[config.mk]
export PLATFORM = sky130hd
export DESIGN_NAME = demux_1x4_tdm
export DESIGN_NICKNAME = d
export VERILOG_FILES = /design/src/rtl/demux_1x4_tdm.sv
export SDC_FILE = /design/constraint.sdc
export NUM_CORES = 1
export LEC_CHECK = 0
export CORE_ASPECT_RATIO = 1.5
export CORE_MARGIN = 2
export CORE_UTILIZATION = 40
export CTS_CLUSTER_DIAMETER = 50
export DETAILED_ROUTE_END_ITERATION = 8
export PLACE_DENSITY = 0.73
export SLEW_MARGIN = 20
export SYNTH_ARGS = -nofsm -noshare
export SYNTH_HDL_FRONTEND = slang
export SYNTH_SLANG_ARGS = --single-unit
[constraint.sdc]
create_clock -name clk -period 2.41 [get_ports clk]
set_input_delay 0.3615 -clock clk [delete_from_list [all_inputs] [get_ports clk]]
set_output_delay 0.3615 -clock clk [all_outputs]
set_load 0.1 [all_outputs]
[src/rtl/demux_1x4_tdm.sv]
// Purpose: splits a TDM word stream into four channel registers, locking onto the SYNC frame marker.
// Latency: one cycle; a word sampled at edge n is on Yk with its Y_valid strobe from edge n.
// Backpressure: none; every word with D_valid=1 is consumed, and D_valid=0 gaps of any length are allowed.
module demux_1x4_tdm #(
  parameter int W = 8
) (
  input  logic         clk,
  input  logic         rst_n,
  input  logic [W-1:0] D,
  input  logic         D_valid,
  input  logic         SYNC,
  output logic [W-1:0] Y0,
  output logic [W-1:0] Y1,
  output logic [W-1:0] Y2,
  output logic [W-1:0] Y3,
  output logic [3:0]   Y_valid,
  output logic         FRAME_done,
  output logic         LOCK,
  output logic         SYNC_err
);

  typedef enum logic {
    HUNT   = 1'b0,
    LOCKED = 1'b1
  } state_t;

  state_t       state_q, state_d;
  logic [1:0]   ch_q, ch_d;
  logic [W-1:0] y0_q, y0_d;
  logic [W-1:0] y1_q, y1_d;
  logic [W-1:0] y2_q, y2_d;
  logic [W-1:0] y3_q, y3_d;
  logic [3:0]   yv_q, yv_d;
  logic         fd_q, fd_d;
  logic         err_q, err_d;

  // Next-state: framing FSM, channel counter and capture strobes; everything holds on D_valid=0.
  always_comb begin
    state_d = state_q;
    ch_d    = ch_q;
    y0_d    = y0_q;
    y1_d    = y1_q;
    y2_d    = y2_q;
    y3_d    = y3_q;
    yv_d    = 4'b0000;
    fd_d    = 1'b0;
    err_d   = 1'b0;
    if (D_valid) begin
      unique case (state_q)
        HUNT: begin
          // Words before the first marker are dropped silently.
          if (SYNC) begin
            y0_d    = D;
            yv_d    = 4'b0001;
            ch_d    = 2'd1;
            state_d = LOCKED;
          end
        end
        LOCKED: begin
          if (ch_q == 2'd0) begin
            if (SYNC) begin
              y0_d = D;
              yv_d = 4'b0001;
              ch_d = 2'd1;
            end else begin
              // Expected a marker and got none: drop the word and re-acquire.
              err_d   = 1'b1;
              ch_d    = 2'd0;
              state_d = HUNT;
            end
          end else if (SYNC) begin
            // Marker arrived early: treat it as the start of a new frame.
            err_d = 1'b1;
            y0_d  = D;
            yv_d  = 4'b0001;
            ch_d  = 2'd1;
          end else begin
            yv_d = 4'b0001 << ch_q;
            ch_d = ch_q + 2'd1;
            unique case (ch_q)
              2'd1:    y1_d = D;
              2'd2:    y2_d = D;
              default: begin
                y3_d = D;
                fd_d = 1'b1;
              end
            endcase
          end
        end
        default: state_d = HUNT;
      endcase
    end
  end

  // State and output registers, cleared asynchronously so a partial frame is discarded.
  always_ff @(posedge clk or negedge rst_n) begin
    if (!rst_n) begin
      state_q <= HUNT;
      ch_q    <= 2'd0;
      y0_q    <= '0;
      y1_q    <= '0;
      y2_q    <= '0;
      y3_q    <= '0;
      yv_q    <= 4'b0000;
      fd_q    <= 1'b0;
      err_q   <= 1'b0;
    end else begin
      state_q <= state_d;
      ch_q    <= ch_d;
      y0_q    <= y0_d;
      y1_q    <= y1_d;
      y2_q    <= y2_d;
      y3_q    <= y3_d;
      yv_q    <= yv_d;
      fd_q    <= fd_d;
      err_q   <= err_d;
    end
  end

  assign Y0         = y0_q;
  assign Y1         = y1_q;
  assign Y2         = y2_q;
  assign Y3         = y3_q;
  assign Y_valid    = yv_q;
  assign FRAME_done = fd_q;
  assign SYNC_err   = err_q;
  assign LOCK       = (state_q == LOCKED);

endmodule

==> reports/results.ini <==
[clock_network]
cts_buffers=5
cts_tree=built
root_buffer=clkbuf_8
clk_pin_slew_ns=0.09
cts_buffer_depth=2
clkSinkCount=41
clock_latency_ns=0.30
hold_buffers=0
cts_resized=0
post_cts_buffers=0
h-tree-depth=2

[global_routing]
grt_overflow=0
grt_pass1_wl_mm=6.01
antenna_found_initial=0
grt_usage=0.166
grt_max_degree=42
first_global_vias=1151

[layout]
fillers=348
syn_to_final_growth_pct=30.4
n_antenna_cell=0
nNetsFinal=179
drive_gt1_frac=0.543

[hold_path]
hold_class=in -> async

[placed_design]
numPortBuffers=50
dpl.hpwl_mm=2.57
place_congestion=0.723

[sta]
setup_violations=0
max_slew_margin=0.402
fmax_ghz=0.551
hold_violations=0
worst_pin_slew_ns=0.897
finalCriticalPeriod_ns=1.82
fin_worst_skew_ns=0.00913
fin_tns_setup_ns=0
min_period_over_period=0.754
drv_slew=0
rsz0062_at_grt=false

[drt]
via_per_inst=5.11
dr.first_iter.drc_count=9
wl_per_cell_um=17.1
postRouteAntennaNets=0
totalWireLength_mm=3.55
drcViolationCount=0
num_vias=1063
firstDrtPassIters=4

[die]
coreArea_um2=4210
rows=29
ioPinCount=51
fp.dieArea_um2=4910
die_y_um=84.8
dieWidth_um=57.9
start_util=0.414

[critical_path]
r2r-end=Y2[5]
crit_fanout=8
startpoint_type=flop
reg2reg_depth=6
required_ns=2.59
crit_type=reg -> reg
reg2reg_slack_ns=0.59
worst_setup_path_end_kind=flop
timing.rr.start=ch_q[0]
worstPathArrival_ns=2.00

[logic_synthesis]
avgSynthCellArea_um2=16.6
yosys_warnings=0
yosysSeqAreaShare=0.589
post_synth_instance_area_um2=1740
synth-seq-cells=41
syn_nets=123
synth_cell_types=22
syn_inst=105

[flow_run]
drv_cap=0

[run_status]
status=complete, no violations

synthesized netlist by cell type:
cell type	number	area share
and4bb_2	1	0.0072
nand4b_4	1	0.014
nand4_4	2	0.024
mux2_2	21	0.14
and2_1	3	0.011
a221o_1	1	0.0057
and4bb_1	1	0.0072
a21oi_1	1	0.0029
mux2_4	11	0.095
dfrtp_1	41	0.59
inv_1	5	0.011
ha_1	6	0.043
o221ai_1	1	0.0050
buf_4	2	0.0086
nand2_1	1	0.0022
nand2_8	1	0.011
buf_6	1	0.0065
and3_1	1	0.0036
or3b_2	1	0.0050
nand4b_1	1	0.0050
and2b_1	1	0.0043
a31oi_1	1	0.0036
flip-flops by register name, summed over array words and instances (netlist names):
| name | count |
|---|---|
| Y1 | 8 |
| FRAME_done | 1 |
| ch_q | 2 |
| Y2 | 8 |
| LOCK | 1 |
| Y0 | 8 |
| Y3 | 8 |
| Y_valid | 4 |
| SYNC_err | 1 |
layer usage:
metal / wire length [um] / up-vias / track usage
met5: 0 / - / 0
li1: - / 488 / -
met3: 195 / 9 / 0.0534
met2: 1940 / 35 / 0.273
met4: 90 / 0 / 0.0825
met1: 1330 / 531 / 0.192
per-stage QoR:
| stage | std cells | util | setup WS [ns] | cell area [um2] | hold slack (ns) |
|---|---|---|---|---|---|
| after floorplan | 105 | - | 0.575 | 1740 | 0.0659 |
| after global placement | 200 | 0.520 | 0.411 | 2190 | 0.490 |
| after detailed placement | 200 | 0.520 | 0.362 | 2190 | 0.495 |
| after CTS | 208 | 0.540 | 0.570 | 2270 | 0.220 |
| after global routing | 208 | 0.540 | 0.514 | 2270 | 0.273 |
| final | 208 | 0.540 | 0.594 | 2270 | 0.179 |
cell type report:
class                           count  area [um2]  share of cell area
Clock inverter                      3        17.5             0.00771
Inverter                            5        18.8             0.00826
Multi-Input combinational cell     56         672               0.296
Clock buffer                        5        68.8              0.0303
Tap cell                           46        57.6              0.0253
Sequential cell                    41        1030               0.451
Timing Repair Buffer               52         413               0.182
worst max-delay path by stage:
stage,end,slack (ns),depth (start not counted),from
final,Y2[5],0.59,6,ch_q[0]
after global routing,Y2[7],0.51,6,ch_q[0]
after CTS,Y2[7],0.57,6,ch_q[0]
after detailed placement,Y3[6],0.36,3,D_valid
after global placement,Y3[5],0.41,3,D_valid
after floorplan,Y1[0],0.57,3,LOCK
kinds of logic (layout without fill, tap and decap cells):
kind of cell	count (synthesis)	after routing	share of synthesized area
buffers and inverters	8	65	0.0258
flip-flops	41	41	0.589
AND/OR/NAND/NOR	14	14	0.0948
AO/OA/AOI/OAI	4	4	0.0172
multiplexers	32	32	0.230
adder cells (fa/ha/maj)	6	6	0.0431
cell usage in the layout, fill, tap and decap left out, types with 2 or more instances in the layout:
master and n:
and2_1 3, buf_4 41, clkbuf_8 5, clkdlybuf4s50_1 10, clkinv_2 2, dfrtp_1 41, ha_1 6, inv_1 5
mux2_2 21, mux2_4 11, nand4_4 2
worst max-delay path: stages (launching register included):
cell     delay [ns]
dfrtp_1        0.43
inv_1          0.09
ha_1           0.26
inv_1          0.08
ha_1           0.26
nand4_4        0.22
mux2_2         0.36
Power is not shown: default switching activity piles up to over one toggle a cycle in this logic, so the estimate is an artifact.
